**src/rtl/async_fifo_rd_stream.sv**
```systemverilog
// async_fifo_rd_stream: read-side drain engine for async_fifo.
// Issues rinc toward the FIFO read port and captures rdata one cycle later
// into a 3-entry skid buffer. The buffer is presented downstream as a
// valid/ready stream, with burst-end tagging and a delivered-word counter.
module async_fifo_rd_stream #(
   parameter int DATESIZE  = 8,
   parameter int BURST_LEN = 4,
   parameter int CNTW      = 16
) (
   input  logic                i_rclk,
   input  logic                i_r_rst,
   input  logic                i_rempty,
   input  logic [DATESIZE-1:0] i_rdata,
   output logic                o_rinc,
   output logic                o_m_valid,
   input  logic                i_m_ready,
   output logic [DATESIZE-1:0] o_m_data,
   output logic                o_m_last,
   output logic [CNTW-1:0]     o_rd_cnt,
   output logic                o_busy
);

   localparam int IDXW = (BURST_LEN > 1) ? $clog2(BURST_LEN) : 1;
   localparam logic [IDXW-1:0] IDX_LAST = IDXW'(BURST_LEN - 1);

   logic [DATESIZE-1:0] w_slots [3];
   logic [1:0]          r_wptr;
   logic [1:0]          r_rptr;
   logic [1:0]          r_occ;
   logic                r_pend;
   logic [IDXW-1:0]     r_idx;
   logic [CNTW-1:0]     r_rd_cnt;
   logic [2:0]          w_res;
   logic                w_rinc;
   logic                w_pop;
   logic [DATESIZE-1:0] w_head;

   // Pointer step for the 3-deep ring.
   function automatic logic [1:0] next3(input logic [1:0] p);
      return (p == 2'd2) ? 2'd0 : p + 2'd1;
   endfunction

   // Reservation = buffered words plus the read in flight. A read is only
   // issued when a slot is guaranteed, so the capture never has to stall and
   // m_ready never reaches rinc combinationally.
   assign w_res  = {1'b0, r_occ} + {2'b00, r_pend};
   assign w_rinc = !i_r_rst && !i_rempty && (w_res < 3'd3);
   assign w_pop  = (r_occ != 2'd0) && i_m_ready;

   genvar gi;
   generate
      for (gi = 0; gi < 3; gi++) begin : g_slot
         logic [DATESIZE-1:0] r_slot;
         // Capture the FIFO word into this slot when the in-flight read lands here.
         always_ff @(posedge i_rclk or posedge i_r_rst) begin
            if (i_r_rst)
               r_slot <= '0;
            else if (r_pend && (r_wptr == 2'(gi)))
               r_slot <= i_rdata;
         end
         assign w_slots[gi] = r_slot;
      end
   endgenerate

   // Pointers, occupancy, burst position and delivered-word count.
   always_ff @(posedge i_rclk or posedge i_r_rst) begin
      if (i_r_rst) begin
         r_pend   <= 1'b0;
         r_wptr   <= 2'd0;
         r_rptr   <= 2'd0;
         r_occ    <= 2'd0;
         r_idx    <= '0;
         r_rd_cnt <= '0;
      end else begin
         r_pend <= w_rinc;
         if (r_pend)
            r_wptr <= next3(r_wptr);
         if (w_pop) begin
            r_rptr   <= next3(r_rptr);
            r_rd_cnt <= r_rd_cnt + 1'b1;
            r_idx    <= (r_idx == IDX_LAST) ? '0 : r_idx + IDXW'(1);
         end
         case ({r_pend, w_pop})
            2'b10:   r_occ <= r_occ + 2'd1;
            2'b01:   r_occ <= r_occ - 2'd1;
            default: r_occ <= r_occ;
         endcase
      end
   end

   // Head-of-buffer select; no bypass, so a fresh word shows up a cycle after capture.
   always_comb begin
      w_head = w_slots[0];
      case (r_rptr)
         2'd1:    w_head = w_slots[1];
         2'd2:    w_head = w_slots[2];
         default: w_head = w_slots[0];
      endcase
   end

   assign o_rinc    = w_rinc;
   assign o_m_valid = (r_occ != 2'd0);
   assign o_m_data  = w_head;
   assign o_m_last  = o_m_valid && (r_idx == IDX_LAST);
   assign o_rd_cnt  = r_rd_cnt;
   assign o_busy    = (w_res != 3'd0);

endmodule
```
**config.mk**
```make
export PLATFORM = sky130hd
export DESIGN_NAME = async_fifo_rd_stream
export DESIGN_NICKNAME = d
export VERILOG_FILES = /design/src/rtl/async_fifo_rd_stream.sv
export SDC_FILE = /design/constraint.sdc
export NUM_CORES = 1
export LEC_CHECK = 0
export CAP_MARGIN = 20
export CORE_ASPECT_RATIO = 2
export CORE_MARGIN = 1
export CORE_UTILIZATION = 39
export DETAILED_ROUTE_END_ITERATION = 8
export GPL_ROUTABILITY_DRIVEN = 1
export PLACE_DENSITY = 0.65
export REMOVE_ABC_BUFFERS = 1
export SETUP_SLACK_MARGIN = 0.2
export SLEW_MARGIN = 20
export SYNTH_ARGS = -nofsm -noshare
export SYNTH_HDL_FRONTEND = slang
export SYNTH_SLANG_ARGS = --single-unit
```
**constraint.sdc**
```tcl
create_clock -name i_rclk -period 4.5 [get_ports i_rclk]
set_input_delay 0.9 -clock i_rclk [delete_from_list [all_inputs] [get_ports i_rclk]]
set_output_delay 0.9 -clock i_rclk [all_outputs]
set_load 0.005 [all_outputs]
```
==> results.tsv, run 1 <==
metric	value	unit
Die W	56.3	um
Fillers	535	
Core Util, Final	51.1	%
drt initial violations	31	
Via density	5.18	
Leak	1.30	nW
status	completed	
Clock Tree Root	clkbuf_16	
Post-CTS Setup Repair Bufs	0	
Resized Gates After CTS	0	
Max-cap violations	0	
commonest non-fill, non-tap cell in the layout	dfrtp_1	
Seq cells post-synth	49	
# diodes	0	
Setup CP Type	input port to output pin	
Max Slew Vio Count	0	
clock-pin slew on the worst setup and hold paths	0.07	ns
First-pass DRT Iterations	4	
slew of the pin with the lowest slew margin	0.840	ns
CTS Buffer Depth	2	
syn_area_per_cell	12.5	um^2
Worst R2R Start	r_occ[0]$_DFFE_PP0P_	
# setup viols final	0	
required time worst endpoint	3.60	ns
Reg2Reg Depth	3	
library cells used by synthesis	33	
GRT overflow	0	
die area	0.00624	mm^2
r2r setup slk	2.85	ns
initial core utilization	40.3	%
layout cell share with drive strength beyond 1	19.9	%
total clock sinks	49	
crit-path max cell delay	0.61	ns
DP HPWL	2.99	mm
die height	111	um
H-Tree Depth	2	
slew margin rel.	44.0	%
crit start category	input port	
CTS tree	done	
number of synthesized flops with an enable pin	0	
number of global-route vias before repair	1564	
global-route wire length before repair	7.30	mm
Syn Inst Count	184	
reg-to-reg endpoint	r_pend$_DFF_PP0_	
Cell Area, Synth	0.00230	mm^2
port buffer count	39	
Final Hold Vio Count	0	
CTS Hold Bufs	0	
pin count of the biggest net entering global routing	50	
Worst setup endpoint	o_rinc	
Multi-input gate area	0.00102	mm^2
routed via count	1487	
Worst EP arrival	2.46	ns
register area	0.00123	mm^2
Main synth FF type	dfrtp_1	
I/O pin count	40	
total power	2.04	mW
post-route ant nets	0	
area grow syn2layout	26.7	%
most frequent cells in the layout	dfrtp_1 (49), clkdlybuf4s50_1 (39), mux2_2 (16), nand2_1 (15), nor2_1 (11)	
CP Capture Type	output pin	
core area	0.00571	mm^2
crit path cell chain	clkdlybuf4s50_1 -> a2111oi_0 -> clkdlybuf4s50_1	
Placement Rows	39	
initial antenna violation count	0	
per-cell routed wire length	14.6	um
Min Hold Slack	0.469	ns
Tcrit/Tclk final	74.7	%
register area share after synthesis	53.2	%
GRT Total Usage	14.8	%
min cycle time layout	3.36	ns
Yosys Warn Count	0	
post-layout net count	246	
Final Skew	0.00581	ns
Most common cell on crit path	clkdlybuf4s50_1	
RePlAce Congestion	0.730	
f_max	298	MHz
TNS Setup	0	ns
clk_lat worst skew	0.29	ns
WL final	4.18	mm
maximum VDD drop	0.450	mV
CP startpoint	i_r_rst	
cell at the slowest stage of the critical path	clkdlybuf4s50_1	
CTS Buf Count	5	
asr flop ratio synth	100	%
HP Class	flop to flop	
worst-path maximum fanout	2	
RSZ-0062 raised after global routing	false	
DR DRC count	0	
PD cells	697	mW/mm^2
[cell usage after synthesis, types with 3 or more instances]
library cell  count  area [um^2]
a21oi_1           8         40.0
xnor2_1          10         87.6
nand3_1           3         15.0
inv_1             4         15.0
xor2_1            8         70.1
nand4_1           3         18.8
ha_1              9          113
mux2_2           16          180
nor2_1           11         41.3
nor3_2            3         30.0
and2_1            3         18.8
a22oi_1           8         60.1
clkbuf_1          3         11.3
dfrtp_1          49         1230
o21ai_0           3         15.0
nand2_1          15         56.3
mux2_4            8          120
[per-stage QoR]
step / instances / setup slack (ns) / instance area, um^2
floorplan: 179 / 2.17 / 2280
global placement: 279 / 1.18 / 2750
detailed placement: 279 / 1.11 / 2750
CTS: 287 / 1.11 / 2920
global route: 287 / 1.00 / 2920
finish: 287 / 1.14 / 2920
[report_power, final]
group	internal (mW)	total [mW]	switching, mW
clock	0.263	0.428	0.165
combinational	0.510	0.853	0.343
sequential	0.617	0.755	0.138
total	1.39	2.04	0.645
[worst max-delay path: cells and delay by family]
kind / cells / cell delay, ns
AO/OA/AOI/OAI: 1 / 0.51
buffers and inverters: 2 / 1.05
[state kept, by name (all words and copies together) (netlist names)]
register       cells
r_rptr             2
r_pend             1
o_rd_cnt          16
r_idx              2
g_slot.r_slot     24
r_wptr             2
r_occ              2
[final cells by class]
| cell class | instances | area share [%] |
|---|---|---|
| clock buffer | 5 | 4.29 |
| clock inverter | 3 | 1.59 |
| inverter | 7 | 1.11 |
| multi-input combinational | 123 | 35.0 |
| sequential | 49 | 42.0 |
| tap | 61 | 2.61 |
| timing repair buffer | 39 | 13.4 |
[kinds of logic after synthesis]
family	count (synthesis)	synth area share, %
buffers and inverters	12	2.39
adder cells (fa/ha/maj)	9	4.89
flip-flops	49	53.2
AND/OR/NAND/NOR	49	13.0
multiplexers	24	13.0
AO/OA/AOI/OAI	23	6.57
XOR/XNOR	18	6.84
[how the worst min path moves through the flow]
stage	startpoint	endpoint	cells past startpoint
floorplan	r_idx[1]$_DFFE_PP0P_	r_idx[1]$_DFFE_PP0P_	2
global placement	o_rd_cnt[15]$_DFFE_PP0P_	o_rd_cnt[15]$_DFFE_PP0P_	1
detailed placement	o_rd_cnt[15]$_DFFE_PP0P_	o_rd_cnt[15]$_DFFE_PP0P_	1
CTS	o_rd_cnt[15]$_DFFE_PP0P_	o_rd_cnt[15]$_DFFE_PP0P_	1
global route	o_rd_cnt[15]$_DFFE_PP0P_	o_rd_cnt[15]$_DFFE_PP0P_	1
finish	o_rd_cnt[15]$_DFFE_PP0P_	o_rd_cnt[15]$_DFFE_PP0P_	1
[routing by layer]
metal  vias to the layer above  GRT usage [%]  share of wire, %
li1                        717              -                 -
met2                        26           27.1                56
met3                         5           2.45               2.3
met1                       739           17.1                40
met5                         -              0                 0
met4                         0           4.88               1.2
No activity file was read; power rests on OpenSTA's default activity.
==> run 2, diff against run 1 <==
--- a/config.mk
+++ b/config.mk
@@ -11,7 +11,7 @@
 export CORE_UTILIZATION = 39
 export DETAILED_ROUTE_END_ITERATION = 8
 export GPL_ROUTABILITY_DRIVEN = 1
-export PLACE_DENSITY = 0.65
+export PLACE_DENSITY = 0.67
 export REMOVE_ABC_BUFFERS = 1
 export SETUP_SLACK_MARGIN = 0.2
 export SLEW_MARGIN = 20
==> constraint.sdc (replaced) <==
create_clock -name i_rclk -period 2.85 [get_ports i_rclk]
set_input_delay 0.57 -clock i_rclk [delete_from_list [all_inputs] [get_ports i_rclk]]
set_output_delay 0.57 -clock i_rclk [all_outputs]
set_load 0.005 [all_outputs]
==> results.tsv, run 2 (synthesized netlist as in run 1, its figures left out) <==
metric	value	unit	change
Multi-input gate area	0.00105	mm^2	+2.3%
Max Slew Vio Count	0		unchanged
area grow syn2layout	28.0	%	
global-route wire length before repair	7.32	mm	+0.27%
core area	0.00571	mm^2	unchanged
most frequent cells in the layout	dfrtp_1 (48), clkdlybuf4s50_1 (38), mux2_2 (16), nand2_1 (15), nor2_1 (11)		
die area	0.00624	mm^2	unchanged
DR DRC count	0		unchanged
Hold Crit Depth	1		unchanged
GRT Total Usage	15.3	%	+0.53 points
status	completed		
crit start category	flop		
First-pass DRT Iterations	4		unchanged
layout cell share with drive strength beyond 1	22.5	%	+2.6 points
TNS Setup	0	ns	unchanged
HP Class	flop to flop		
I/O pin count	40		unchanged
maximum VDD drop	0.805	mV	+79%
Top reg by flops	g_slot.r_slot		
DP HPWL	3.08	mm	+3.1%
initial core utilization	40.3	%	unchanged
Tcrit/Tclk final	92.1	%	
Via density	5.22		+0.73%
GRT overflow	0		unchanged
Worst R2R Start	r_occ[0]$_DFFE_PP0P_		
slew of the pin with the lowest slew margin	0.549	ns	-0.291 ns
WL final	4.28	mm	+2.5%
CP Capture Type	output pin		
Die W	56.3	um	unchanged
RePlAce Congestion	0.707		-3.1%
post-route ant nets	0		unchanged
PD cells	1090	mW/mm^2	+57%
pin count of the biggest net entering global routing	28		-44%
CTS tree	done		
Design Area, Final	0.00295	mm^2	+0.99%
reg-to-reg endpoint	r_occ[1]$_DFFE_PP0P_		
worst-path maximum fanout	5		+3
Post-DP Area	0.00277	mm^2	+0.73%
# setup viols final	0		unchanged
drt initial violations	24		-23%
post-layout net count	247		+0.41%
max reg flops	24		unchanged
CTS Buffer Depth	2		unchanged
port buffer count	39		unchanged
Setup CP Type	flop to output pin		
CTS Buf Count	5		unchanged
per-cell routed wire length	14.9	um	+2.1%
H-Tree Depth	2		unchanged
Final Hold Vio Count	0		unchanged
Leak	1.32	nW	+0.83%
Post-CTS Setup Repair Bufs	0		unchanged
clock-pin slew on the worst setup and hold paths	0.07	ns	about the same
required time worst endpoint	2.28	ns	-1.32 ns
Max-cap violations	0		unchanged
routed via count	1503		+1.1%
HP Start	o_rd_cnt[15]$_DFFE_PP0P_		
number of global-route vias before repair	1525		-2.5%
post-route insts no fill	288		+0.35%
commonest non-fill, non-tap cell in the layout	dfrtp_1		
Worst EP arrival	2.06	ns	-0.40 ns
slew margin rel.	63.4	%	+19 points
RSZ-0062 raised after global routing	true		
initial antenna violation count	0		unchanged
clk_lat worst skew	0.29	ns	about the same
Fillers	521		-2.6%
min cycle time layout	2.63	ns	
CP startpoint	r_occ[0]$_DFFE_PP0P_		
# diodes	0		unchanged
Placement Rows	39		unchanged
Reg2Reg Depth	6		+3
die height	111	um	unchanged
total clock sinks	49		unchanged
register area	0.00123	mm^2	+0.10%
r2r setup slk	1.20	ns	-1.65 ns
Placed Cells	280		+0.36%
CTS Hold Bufs	0		unchanged
f_max	381	MHz	
Hold Path Sink	o_rd_cnt[15]$_DFFE_PP0P_		
Clock Tree Root	clkbuf_16		
Final Skew	0.00669	ns	+0.000875 ns
==> run 2: power by group <==
| part | internal [mW] | leakage (nW) | switching [mW] |
|---|---|---|---|
| Sequential | 0.976 | 0.606 | 0.219 |
| Clock | 0.372 | 0.0799 | 0.247 |
| Combinational | 0.843 | 0.629 | 0.562 |
| Total | 2.19 | 1.32 | 1.03 |
==> run 2: layout make-up <==
cell class | instances | area share [%]
clock inverter | 1 | 0.170
clock buffer | 7 | 5.18
inverter | 7 | 1.06
multi-input combinational | 123 | 35.5
sequential | 49 | 41.6
timing repair buffer | 40 | 13.9
tap | 61 | 2.59
==> run 2: critical path, stage by stage, from the launching register on <==
cell,delay (ns)
dfrtp_2,0.45
ha_1,0.22
ha_1,0.29
or3_1,0.37
clkdlybuf4s50_1,0.45
==> run 2: worst max path at each step <==
stage / endpoint / depth (start not counted)
finish: o_busy / 4
global route: o_busy / 4
CTS: o_busy / 4
detailed placement: o_rinc / 3
global placement: o_rinc / 3
floorplan: o_rinc / 3
==> run 2: what timing repair did <==
item                       CTS  global route
setup endpoints to repair    9             9
resized for setup            4             4
gates cloned                 0             0
==> run 2: metal layers <==
layer / global-route usage [%] / vias to the layer above / wire length [um]
met4: 6.34 / 0 / 80
met1: 18.5 / 747 / 1760
met5: 0 / - / 0
li1: - / 721 / -
met2: 26.6 / 30 / 2340
met3: 2.45 / 5 / 101
==> run 2: per-stage QoR <==
step | hold slack (ns) | power [mW] | setup WS (ns) | utilization, %
3_3_place_gp | 0.460 | 2.55 | 0.186 | 48.5
3_5_place_dp | 0.466 | 2.58 | 0.140 | 48.5
2_1_floorplan | 0.449 | 1.95 | 0.845 | -
5_1_grt | 0.504 | 3.45 | 0.178 | 51.6
4_1_cts | 0.475 | 3.23 | 0.181 | 51.3
6_report | 0.466 | 3.22 | 0.224 | 51.6
==> run 3, diff against run 2 <==
--- a/config.mk
+++ b/config.mk
@@ -11,7 +11,7 @@
 export CORE_UTILIZATION = 39
 export DETAILED_ROUTE_END_ITERATION = 8
 export GPL_ROUTABILITY_DRIVEN = 1
-export PLACE_DENSITY = 0.67
+export PLACE_DENSITY_LB_ADDON = 0.3
 export REMOVE_ABC_BUFFERS = 1
 export SETUP_SLACK_MARGIN = 0.2
 export SLEW_MARGIN = 20
==> results.tsv, run 3 (synthesized netlist as in run 1, its figures left out) <==
metric	value	unit	change
r2r setup slk	1.15	ns	-0.05 ns
DP HPWL	3.07	mm	-0.31%
Fillers	517		-0.77%
most frequent cells in the layout	dfrtp_1 (49), clkdlybuf4s50_1 (38), mux2_2 (16), nand2_1 (15), nor2_1 (11)		
maximum VDD drop	0.760	mV	-5.6%
slew margin rel.	57.6	%	-5.8 points
GRT Total Usage	16.1	%	+0.78 points
Combinational Power Share	43.2	%	-0.4 points
pin count of the biggest net entering global routing	50		+79%
clk_lat worst skew	0.29	ns	about the same
Tcrit/Tclk final	90.1	%	-2.0 points
min cycle time layout	2.57	ns	-0.0581 ns
P_int	2.27	mW	+3.6%
global-route wire length before repair	7.65	mm	+4.4%
post-route ant nets	0		unchanged
sw power	1.05	mW	+1.8%
die area	0.00624	mm^2	unchanged
Clock Tree Root	clkbuf_16		
layout cell share with drive strength beyond 1	22.3	%	-0.20 points
Sw Ratio	31.5	%	-0.38 points
First-pass DRT Iterations	3		-1
HP Class	flop to flop		
Die W	56.3	um	unchanged
CTS Buf Count	5		unchanged
Leak	1.33	nW	+0.81%
H-Tree Depth	2		unchanged
RePlAce Congestion	0.725		+2.5%
total power	3.32	mW	+3.0%
# diodes	0		unchanged
Largest delay share family, worst path	adder cells		
Max-cap violations	0		unchanged
PD cells	1120	mW/mm^2	+2.4%
Bufs and invs on worst path	1		unchanged
Via density	5.16		-1.1%
GRT overflow	0		unchanged
Setup CP Type	flop to output pin		
power share of the clock group	20.9	%	+1.7 points
CTS tree	done		
RSZ-0062 raised after global routing	true		
# setup viols final	0		unchanged
Final Hold Vio Count	0		unchanged
I/O pin count	40		unchanged
initial core utilization	40.3	%	unchanged
die height	111	um	unchanged
core area	0.00571	mm^2	unchanged
clock-pin slew on the worst setup and hold paths	0.07	ns	about the same
drt initial violations	30		+25%
Most common cell on crit path	ha_1		
CP Capture Type	output pin		
area grow syn2layout	28.7	%	
CTS Buffer Depth	2		unchanged
status	completed		
CTS Hold Bufs	0		unchanged
worst-path maximum fanout	2		-3
initial antenna violation count	0		unchanged
Placement Rows	39		unchanged
post-layout net count	249		+0.81%
WL final	4.40	mm	+2.6%
port buffer count	39		unchanged
slew of the pin with the lowest slew margin	0.636	ns	+0.0866 ns
cell at the slowest stage of the critical path	clkdlybuf4s50_1		
required time worst endpoint	2.28	ns	about the same
total clock sinks	49		unchanged
DR DRC count	0		unchanged
max reg flops	24		unchanged
per-cell routed wire length	15.2	um	+1.9%
Flop pwr share	35.9	%	-1.2 points
crit path cell chain	ha_1 -> ha_1 -> or3_1 -> clkdlybuf4s50_1		
TNS Setup	0	ns	unchanged
crit start category	flop		
number of global-route vias before repair	1566		+2.7%
Max Slew Vio Count	0		unchanged
Worst EP arrival	2.00	ns	-0.06 ns
commonest non-fill, non-tap cell in the layout	dfrtp_1		
f_max	389	MHz	+2.3%
Final Skew	0.00628	ns	-0.000403 ns
routed via count	1497		-0.40%
crit-path max cell delay	0.46	ns	about the same
Top reg by flops	g_slot.r_slot		
-- run 3: cell types whose count changed in the layout (fill, tap and decap cells not counted) --
| cell | previous run | this run |
|---|---|---|
| clkbuf_8 | 2 | 1 |
| buf_12 | 1 | 0 |
| clkinv_2 | 1 | 0 |
| dfrtp_2 | 1 | 0 |
| buf_4 | 0 | 3 |
| dfrtp_1 | 48 | 49 |
| bufinv_16 | 0 | 1 |
| clkbuf_1 | 0 | 1 |
-- run 3: final cells by class --
class	instances	area [um^2]	area share (%)
repair buffers	42	412	13.9
clock buffers	7	143	4.81
clock inverters	1	30.0	1.01
well taps	61	76.3	2.57
multi-input cells	123	1050	35.3
flip-flops and latches	49	1230	41.4
inverters	7	31.3	1.06
-- run 3: stage by stage --
stage          hold WS, ns  std cells  area, um^2  utilization, %  setup WS (ns)
6_report             0.477        290        2960            51.9          0.282
5_1_grt              0.520        290        2960            51.9          0.179
4_1_cts              0.487        289        2940            51.5          0.239
3_5_place_dp         0.473        281        2760            48.4          0.168
3_3_place_gp         0.467        281        2760            48.4          0.181
2_1_floorplan        0.449        179        2280               -          0.845
-- run 3: power groups by stage --
stage | registers (mW) | clock network, mW | logic [mW]
after floorplan | 1.16 | 0 | 0.795
after global placement | 1.19 | 0 | 1.37
after detailed placement | 1.20 | 0 | 1.39
after CTS | 1.19 | 0.711 | 1.41
after global routing | 1.23 | 0.741 | 1.57
final | 1.19 | 0.693 | 1.43
-- run 3: per-layer routing --
layer | track usage [%] | wire length (um) | part of all wire [%]
met3 | 3.15 | 94 | 2.1
met1 | 18.7 | 1790 | 41
met4 | 7.80 | 89 | 2.0
met2 | 27.8 | 2420 | 55
met5 | 0 | 0 | 0
-- run 3: path summary, 6_finish.rpt --
kind / from / to / cells after the start
worst max-delay path: r_occ[0]$_DFFE_PP0P_ / o_busy / 4
min in group asynchronous: i_r_rst / r_pend$_DFF_PP0_ / 3
worst min register to register: o_rd_cnt[15]$_DFFE_PP0P_ / o_rd_cnt[15]$_DFFE_PP0P_ / 1
worst min-delay path: o_rd_cnt[15]$_DFFE_PP0P_ / o_rd_cnt[15]$_DFFE_PP0P_ / 1
max in group asynchronous: i_r_rst / g_slot[1].r_slot[5]$_DFFE_PP0P_ / 3
worst max register to register: r_occ[0]$_DFFE_PP0P_ / r_occ[1]$_DFFE_PP0P_ / 7
-- run 3: what timing repair did --
| action | 4_1_cts | 5_1_grt |
|---|---|---|
| endpoints found under the hold margin | 0 | 0 |
| setup buffers | 0 | 1 |
| setup endpoints to repair | 9 | 9 |
| gates resized for setup | 4 | 3 |
